[src/rtl/branch_tracker_if.sv]
// branch_tracker_if: groups the fetch-side prediction, resolution and
// table-update signals of branch_tracker.
//   master : fetch/resolve side (drives pred_*, res_*, flush)
//   slave  : branch_tracker (drives lookup_idx, upd_*, mispredict,
//            full, empty, spec_ghr)
interface branch_tracker_if #(
   parameter int IDXW = 10
);
   logic            pred_valid;
   logic [IDXW-1:0] pred_pc;
   logic            pred_taken;
   logic [IDXW-1:0] lookup_idx;
   logic            res_valid;
   logic            res_taken;
   logic            flush;
   logic            upd_valid;
   logic [IDXW-1:0] upd_idx;
   logic            upd_hit;
   logic            mispredict;
   logic            full;
   logic            empty;
   logic [IDXW-1:0] spec_ghr;

   modport master (
      output pred_valid, pred_pc, pred_taken, res_valid, res_taken, flush,
      input  lookup_idx, upd_valid, upd_idx, upd_hit, mispredict,
             full, empty, spec_ghr
   );

   modport slave (
      input  pred_valid, pred_pc, pred_taken, res_valid, res_taken, flush,
      output lookup_idx, upd_valid, upd_idx, upd_hit, mispredict,
             full, empty, spec_ghr
   );
endinterface

[src/rtl/branch_tracker.sv]
// branch_tracker: gshare index generation plus in-order tracking of
// in-flight conditional branch predictions. Each accepted prediction is
// queued with the table index it used; on resolution the head entry is
// popped and returned one cycle later as a counter-table update. Keeps
// speculative and committed global history and repairs the speculative
// history on mispredict or flush.
// Ports:
//   clk  : rising-edge clock
//   rst  : asynchronous active-high reset
//   bus  : branch_tracker_if.slave
//          pred_valid/pred_pc/pred_taken -> lookup_idx (combinational)
//          res_valid/res_taken           -> upd_valid/upd_idx/upd_hit/
//                                           mispredict (registered)
//          flush, full, empty, spec_ghr
module branch_tracker #(
   parameter int IDXW  = 10,
   parameter int DEPTH = 4
) (
   input logic            clk,
   input logic            rst,
   branch_tracker_if.slave bus
);
   localparam int PW = $clog2(DEPTH);

   logic [IDXW-1:0] spec_ghr;
   logic [IDXW-1:0] cmt_ghr;
   logic [IDXW-1:0] fifo_idx  [DEPTH];
   logic            fifo_pred [DEPTH];
   logic [PW-1:0]   rd_ptr;
   logic [PW-1:0]   wr_ptr;
   logic [PW:0]     count;

   logic            full;
   logic            empty;
   logic            do_res;
   logic            do_mis;
   logic            do_pred;
   logic            hit;
   logic [IDXW-1:0] lookup_idx;

   assign full       = (count == (PW+1)'(DEPTH));
   assign empty      = (count == '0);
   assign lookup_idx = bus.pred_pc ^ spec_ghr;

   always_comb begin
      do_res  = bus.res_valid & ~empty & ~bus.flush;
      hit     = (fifo_pred[rd_ptr] == bus.res_taken);
      do_mis  = do_res & ~hit;
      // A correct same-cycle pop frees a slot, so a push is allowed even when full.
      do_pred = bus.pred_valid & ~bus.flush & ~do_mis & (~full | do_res);
   end

   // Storage needs no reset: entries are only read while count covers them.
   always_ff @(posedge clk) begin
      if (do_pred) begin
         fifo_idx[wr_ptr]  <= lookup_idx;
         fifo_pred[wr_ptr] <= bus.pred_taken;
      end
   end

   always_ff @(posedge clk or posedge rst) begin
      if (rst) begin
         spec_ghr <= '0;
         cmt_ghr  <= '0;
         rd_ptr   <= '0;
         wr_ptr   <= '0;
         count    <= '0;
      end else if (bus.flush) begin
         spec_ghr <= cmt_ghr;
         wr_ptr   <= rd_ptr;
         count    <= '0;
      end else if (do_mis) begin
         // Repair from committed history, then discard everything younger.
         spec_ghr <= {cmt_ghr[IDXW-2:0], bus.res_taken};
         cmt_ghr  <= {cmt_ghr[IDXW-2:0], bus.res_taken};
         rd_ptr   <= rd_ptr + PW'(1);
         wr_ptr   <= rd_ptr + PW'(1);
         count    <= '0;
      end else begin
         if (do_pred) begin
            spec_ghr <= {spec_ghr[IDXW-2:0], bus.pred_taken};
            wr_ptr   <= wr_ptr + PW'(1);
         end
         if (do_res) begin
            cmt_ghr <= {cmt_ghr[IDXW-2:0], bus.res_taken};
            rd_ptr  <= rd_ptr + PW'(1);
         end
         case ({do_pred, do_res})
            2'b10:   count <= count + (PW+1)'(1);
            2'b01:   count <= count - (PW+1)'(1);
            default: count <= count;
         endcase
      end
   end

   logic            upd_valid_q;
   logic [IDXW-1:0] upd_idx_q;
   logic            upd_hit_q;
   logic            mispredict_q;

   always_ff @(posedge clk or posedge rst) begin
      if (rst) begin
         upd_valid_q  <= 1'b0;
         upd_idx_q    <= '0;
         upd_hit_q    <= 1'b0;
         mispredict_q <= 1'b0;
      end else begin
         upd_valid_q  <= do_res;
         mispredict_q <= do_mis;
         if (do_res) begin
            upd_idx_q <= fifo_idx[rd_ptr];
            upd_hit_q <= hit;
         end
      end
   end

   assign bus.lookup_idx = lookup_idx;
   assign bus.upd_valid  = upd_valid_q;
   assign bus.upd_idx    = upd_idx_q;
   assign bus.upd_hit    = upd_hit_q;
   assign bus.mispredict = mispredict_q;
   assign bus.full       = full;
   assign bus.empty      = empty;
   assign bus.spec_ghr   = spec_ghr;
endmodule

[src/flat_wrapper.sv]
// flat-port wrapper written by rule: the top's interface ports become plain ports
module branch_tracker_flat 
#(
   parameter int IDXW  = 10,
   parameter int DEPTH = 4
)
  (clk, rst, bus_pred_valid, bus_pred_pc, bus_pred_taken, bus_res_valid, bus_res_taken, bus_flush, bus_lookup_idx, bus_upd_valid, bus_upd_idx, bus_upd_hit, bus_mispredict, bus_full, bus_empty, bus_spec_ghr);
  branch_tracker_if #(.IDXW(IDXW)) bus_i ();
  input logic clk;
  input logic rst;
  input wire logic [$bits(bus_i.pred_valid)-1:0] bus_pred_valid;
  input wire logic [$bits(bus_i.pred_pc)-1:0] bus_pred_pc;
  input wire logic [$bits(bus_i.pred_taken)-1:0] bus_pred_taken;
  input wire logic [$bits(bus_i.res_valid)-1:0] bus_res_valid;
  input wire logic [$bits(bus_i.res_taken)-1:0] bus_res_taken;
  input wire logic [$bits(bus_i.flush)-1:0] bus_flush;
  output wire logic [$bits(bus_i.lookup_idx)-1:0] bus_lookup_idx;
  output wire logic [$bits(bus_i.upd_valid)-1:0] bus_upd_valid;
  output wire logic [$bits(bus_i.upd_idx)-1:0] bus_upd_idx;
  output wire logic [$bits(bus_i.upd_hit)-1:0] bus_upd_hit;
  output wire logic [$bits(bus_i.mispredict)-1:0] bus_mispredict;
  output wire logic [$bits(bus_i.full)-1:0] bus_full;
  output wire logic [$bits(bus_i.empty)-1:0] bus_empty;
  output wire logic [$bits(bus_i.spec_ghr)-1:0] bus_spec_ghr;
  assign bus_i.pred_valid = bus_pred_valid;
  assign bus_i.pred_pc = bus_pred_pc;
  assign bus_i.pred_taken = bus_pred_taken;
  assign bus_i.res_valid = bus_res_valid;
  assign bus_i.res_taken = bus_res_taken;
  assign bus_i.flush = bus_flush;
  assign bus_lookup_idx = bus_i.lookup_idx;
  assign bus_upd_valid = bus_i.upd_valid;
  assign bus_upd_idx = bus_i.upd_idx;
  assign bus_upd_hit = bus_i.upd_hit;
  assign bus_mispredict = bus_i.mispredict;
  assign bus_full = bus_i.full;
  assign bus_empty = bus_i.empty;
  assign bus_spec_ghr = bus_i.spec_ghr;
  branch_tracker #(.IDXW(IDXW), .DEPTH(DEPTH)) u_core (.clk(clk), .rst(rst), .bus(bus_i));
endmodule
[config.mk]
export PLATFORM = sky130hd
export DESIGN_NAME = branch_tracker_flat
export DESIGN_NICKNAME = d
export VERILOG_FILES = /design/src/rtl/branch_tracker_if.sv /design/src/rtl/branch_tracker.sv /design/src/flat_wrapper.sv
export SDC_FILE = /design/constraint.sdc
export NUM_CORES = 1
export LEC_CHECK = 0
export ABC_AREA = 1
export CAP_MARGIN = 40
export CORE_MARGIN = 2
export CORE_UTILIZATION = 30
export DETAILED_ROUTE_END_ITERATION = 6
export DONT_BUFFER_PORTS = 1
export SLEW_MARGIN = 10
export SYNTH_ARGS = -nofsm -noshare
export SYNTH_HDL_FRONTEND = slang
export SYNTH_SLANG_ARGS = --single-unit
export TNS_END_PERCENT = 100
[constraint.sdc]
create_clock -name clk -period 4.9 [get_ports clk]
set_input_delay 0.49 -clock clk [delete_from_list [all_inputs] [get_ports clk]]
set_output_delay 0.49 -clock clk [all_outputs]
set_load 0.03 [all_outputs]
Yosys cells after proc, flatten, opt, wreduce, memory -nomap -nowiden
Memories as Yosys holds them, arrays and structs flattened. A register that Yosys moved wholly into a read port is not among the register bits. Cells that the tools add are included.

Flip-flop bits (word level): 30. Memory bits (writable): 44. Input bits: 17. Output and inout port bits: 35. Logic and storage cells: 51. Memories kept: 2.

Memory list: u_core.fifo_idx (depth 4, bits a word 10, read ports 1, clocked after memory_dff 1, write ports 1, line branch_tracker.sv:27) `logic [IDXW-1:0] fifo_idx [DEPTH];`; u_core.fifo_pred (depth 4, bits a word 1, read ports 1, clocked after memory_dff 0, write ports 1, line branch_tracker.sv:28) `logic fifo_pred [DEPTH];`.

Add/sub/neg operators: 4. Equal/unequal tests: 4. Muxes and demuxes: 15. Bitwise logic cells: 13. Reduce and logical (&&, ||, !) cells: 5.

Operators with widths (number): 2-to-1 mux 10 bit (5); 2-to-1 mux 2 bit (5); bitwise XOR 10 bit (1); bitwise AND 1 bit (6); 2-to-1 mux 3 bit (2); one-hot mux 3 bit (2 select lines) (1); inverter 1 bit (5); adder 2 x 1 -> 2 bit (second input constant) (2); nonzero test 4 bit (1); adder 3 x 1 -> 3 bit (second input constant) (1); equality test 3 bit (second input constant) (1); logical NOT 3 bit (1); nonzero test 3 bit (1); subtractor 3 x 1 -> 3 bit (second input constant) (1); equality test 2 x 1 -> 1 bit (second input constant) (1); equality test 2 bit (second input constant) (1); 2-to-1 mux 1 bit (2); AND reduction 2 bit (1); nonzero test 2 bit (1); equality test 1 bit (1); bitwise OR 1 bit (1).

Depth between registers and ports, before layout
Depth after elaboration: 12. Gate-level depth with buffers: 18. Depth with buffers taken out: 17.

Worst setup path before layout
OpenSTA, ideal clock, no wires.

Path type: reg-to-reg. Start point: register u_core.rd_ptr[0]. End point: register u_core.count[2]. Setup time: 0.117 ns. Arrival time: 2.034 ns. Required time: 4.783 ns. Path slack: 2.749 ns. Stages on the path, launching flop included: 17. Path buffers: 1. Period minus slack after synthesis: 2.151 ns. Path through: dfrtp_1 -> buf_4 -> inv_4 -> nand2_1 -> nand3_1 -> nand2_1 -> nand2_1 -> nand2_1 -> a21oi_1 -> inv_1 -> fa_1 -> nand2_1 -> nand2_1 -> o311ai_1 -> nor2_1 -> nand2_1 -> nand2_1.

Longest elaborated chain between the ends: 11. Elaborated cells on any way between the ends: 13. Those cells by class: eq/ne: 3; mux: 3; bitwise: 5; reduce/logical: 1; memory: 1.

Ends and longest elaborated chain: start, declared (line branch_tracker.sv:29) `logic [PW-1:0] rd_ptr;`; start signal, assigned (line branch_tracker.sv:76) `rd_ptr <= rd_ptr + PW'(1);`; start signal, assigned (line branch_tracker.sv:86) `rd_ptr <= rd_ptr + PW'(1);`; memory (4 x 1 bit) *; equality test 1 bit * (line branch_tracker.sv:47) `hit = (fifo_pred[rd_ptr] == bus.res_taken);`; inverter 1 bit * (line branch_tracker.sv:48) `do_mis = do_res & ~hit;`; bitwise AND 1 bit * (line branch_tracker.sv:48); inverter 1 bit (line branch_tracker.sv:50) `do_pred = bus.pred_valid & ~bus.flush & ~do_mis & (~full | do_res);`; bitwise AND 1 bit (2 in a row) (line branch_tracker.sv:50); equality test 2 x 1 -> 1 bit or equality test 2 bit (tied branches) (line branch_tracker.sv:88) `case ({do_pred, do_res})`; one-hot mux 3 bit (2 select lines) (line branch_tracker.sv:88); 2-to-1 mux 3 bit (line branch_tracker.sv:72) `end else if (do_mis) begin`; 2-to-1 mux 3 bit (line branch_tracker.sv:68) `end else if (bus.flush) begin`; end signal, assigned (line branch_tracker.sv:89) `2'b10: count <= count + (PW+1)'(1);`; end signal, assigned (line branch_tracker.sv:90) `2'b01: count <= count - (PW+1)'(1);`; end signal, assigned (line branch_tracker.sv:91) `default: count <= count;`; end, declared (line branch_tracker.sv:31) `logic [PW:0] count;`.

Mark *: on every way between the ends. The rest lies on a longest branch, timed or not. A chain may end at the register's enable or synchronous reset.

Worst setup path after layout
Same ends and word-level chain as after synthesis.

==> metrics.md <==
| Metric | Value |
|---|---|
| Status | finished, final reports clean |
| Final setup vio count | 0 |
| Crit path time final | slightly above 3 ns |
| Syn Std Cell Area | ~0.0037 mm² |
| Share of layout cells above drive strength 1 | 12.34% |
| Initial DRC Count | 167 |
| Core area | between 0.01 and 0.015 mm² |
| Synth Area in XOR/XNOR | 2.807% |
| Area contributors post-synth | edfxtp_1, dfrtp_1, nand2_1 |
| IO Pins | 52 |
| Worst Slack Setup Final | ~1.9 ns |
| Clock Tree Buf Depth | 2 |
| Yosys top cell by area | edfxtp_1 |
| First-pass GRT wire length | 13410 µm |
| Compound-Gate Fraction of Synth Area | under 10% |
| Vias in the first global route | 2549 |
| Placer Congestion | 0.8433 |
| Slew at the pin with the worst max-slew slack | 0.8901 ns |
| Mux contribution to synthesized area | 0% |
| Worst r2r path cells | 14 |
| DRC violations left | 0 |
| Number of port buffers | 0 |
| Syn_area_per_cell | 9.881 µm² |
| Max cap viols | 0 |
| Largest net degree at the start of global routing | 41 |
| Final WL | 8341 µm |
| Routed Antenna Nets | 0 |
| HPWL Detailed | between 5000 and 6000 µm |
| Critical path data required time | ~5.1 ns |
| Highest Clock Rate | 0.3285 GHz |
| Critical-path maximum fanout | 25 |
| N_diodes | 0 |
| Postcts setup bufs | 0 |
| GRT Overall Usage | between 10% and 20% |
| Yosys top cell area share | a little over a third |
| Commonest non-fill, non-tap cells in the layout | nand2_1, edfxtp_1, dfrtp_1 |
| Maximum VDD drop | 0.0001884 V |
| RSZ-0062 raised after global routing | false |
| Endpoint class of the critical path | register |
| Simple logic cell fraction of the synthesized area | 18.98% |
| Adder-cell share of the synthesized area | 1.871% |
| Chip width | 115.7 µm |
| Drt pass-1 iters | 5 |
| CTS root buffer | clkbuf_16 |
| Max-slew headroom | 40.46% |
| Post-Synthesis Cells | approximately 380 |
| Crit path DAT | approximately 3.3 ns |
| Num CTS Buffers | 9 |
| Sequential fraction of the synthesis area | around 62% |
| CTS tree | yes |
| Worst-Skew Late Latency | 0.34 ns |
| Vias per cell | 4.550 |
| Fin nets | 414 |
| P per Cell Area | approximately 660 mW/mm² |
| Critical path class | reg -> reg |
| Clock sink count | 84 |
| Setup Slack @ Placement | 1.895 ns |
| Chip height | about 120 µm |
| Clock Pin Slew Worst Setup and Hold Paths | 0.06 ns |
| Max-slew violation count | 0 |
| Netlist cell types | 27 |
| Yosys warns | 0 |
| Via count | around 2600 |
| Worst Setup Start Kind | register |
| Total grt overflow | 0 |
| Yosys reg bits | 84 |
| Resized Gates After CTS | 0 |
| Main combinational cell family by area after synthesis | simple AND/OR/NAND/NOR gates |
| Reg2reg start | u_core.rd_ptr[0] |
| Mapped Nets | 401 |
| Initial antenna violation count | 0 |
| Cts-stage hold buffer count | 0 |
| Commonest non-fill, non-tap cell in the layout | nand2_1 |
| Worst Hold Class | in -> async |
| Filler cells | 1256 |
| Wire per inst | 14.76 µm |
| Rows | 40 |
| Die ar. | between 0.01 and 0.015 mm² |
| Sum Neg Setup Slack | 0 ns |
| Lkg Pwr | between 0.0015 and 0.002 µW |
| Layout Area Growth over Synthesis | 14.60% |
| Initial core utilization | 30.92% |
| Final Hold Viols | 0 |
| Period utilization | 62.12% |
| Reg2reg end | u_core.count[2] |
| Clock skew | 0.004407 ns |
| R2R Setup Slk | around 1.9 ns |
| H-Tree Depth | 3 |
==> layout make-up <==
cell class / count / area (µm²) / share of cell area, %
clock buffers: 10 / 229.0 / 5.335
clock inverters: 6 / 71.32 / 1.662
inverters: 37 / 143.9 / 3.353
multi-input cells: 241 / 1195 / 27.84
flip-flops and latches: 84 / 2322 / 54.11
well taps: 168 / 210.2 / 4.898
repair buffers: 19 / 120.1 / 2.799
==> where the power goes <==
part,total [µW],leakage (µW),switching (µW),internal (µW)
sequential,1310,0.000905,337,971
combinational,840,0.000825,566,274
clock,680,0.000140,280,400
==> kinds of logic (layout without fill, tap and decap cells) <==
kind of cell / count (synthesis) / in the layout
compound gates: 53 / 53
xor+xnor: 12 / 12
simple gates: 171 / 171
fa+ha+maj: 5 / 5
buf+inv: 54 / 72
flops: 84 / 84
==> critical path, stage by stage (launching register included) <==
cell and delay (ns):
dfrtp_1 0.88, inv_4 0.25, nand2_1 0.13, nand3_1 0.10
nand3_1 0.18, nand2_1 0.08, a21oi_1 0.17, inv_1 0.15
fa_1 0.41, nand2_1 0.09, nand2_1 0.06, o311ai_1 0.26
nor2_1 0.07, nand2_1 0.06, nand2_1 0.05
==> synthesized netlist by cell type (all sizes together) <==
library cell	count
o21ai	32
nand4	4
o22ai	10
or2	1
buf	7
a21oi	1
edfxtp	44
clkbuf	10
o311ai	1
nand3	21
fa	1
ha	4
inv	37
nor2	32
xor2	12
o211ai	9
dfrtp	40
nand2	113
==> flip-flops by register name, summed over array words and instances (netlist names) <==
register and flops:
u_core.fifo_idx 40, u_core.fifo_pred 4, u_core.bus.upd_idx 10, u_core.count 3, u_core.wr_ptr 2, u_core.bus.upd_hit 1
u_core.bus.spec_ghr 10, u_core.bus.upd_valid 1, u_core.cmt_ghr 10, u_core.bus.mispredict 1, u_core.rd_ptr 2
==> layer usage <==
| metal | track usage (%) | part of all wire (%) | vias to the layer above |
|---|---|---|---|
| li1 | - | - | 1277 |
| met2 | 20.16 | 45 | 62 |
| met3 | 4.812 | 5.5 | 14 |
| met5 | 0 | 0 | - |
| met1 | 17.59 | 47 | 1218 |
| met4 | 4.762 | 1.8 | 0 |
==> worst max path at each step <==
stage,to,slack (ns),cells after the start,start
global route,u_core.count[2],1.55,14,u_core.rd_ptr[0]
CTS,u_core.fifo_idx[1][2],1.88,9,u_core.rd_ptr[0]
floorplan,u_core.count[2],2.75,16,u_core.rd_ptr[0]
finish,u_core.count[2],1.86,14,u_core.rd_ptr[0]
global placement,u_core.fifo_idx[1][2],1.95,9,u_core.rd_ptr[0]
detailed placement,u_core.fifo_idx[1][2],1.89,9,bus_flush
==> per-stage QoR <==
stage / power, µW / util (%) / hold slack [ns] / instance area, µm² / instances
floorplan: 1898 / - / 0.4529 / 3745 / 379
global placement: 2085 / 32.02 / 0.4742 / 3879 / 531
detailed placement: 2169 / 32.95 / 0.4738 / 3991 / 549
CTS: 2852 / 35.43 / 0.1892 / 4292 / 565
global route: 3016 / 35.43 / 0.2150 / 4292 / 565
finish: 2828 / 35.43 / 0.1642 / 4292 / 565
(Power assumes the default switching activity.)
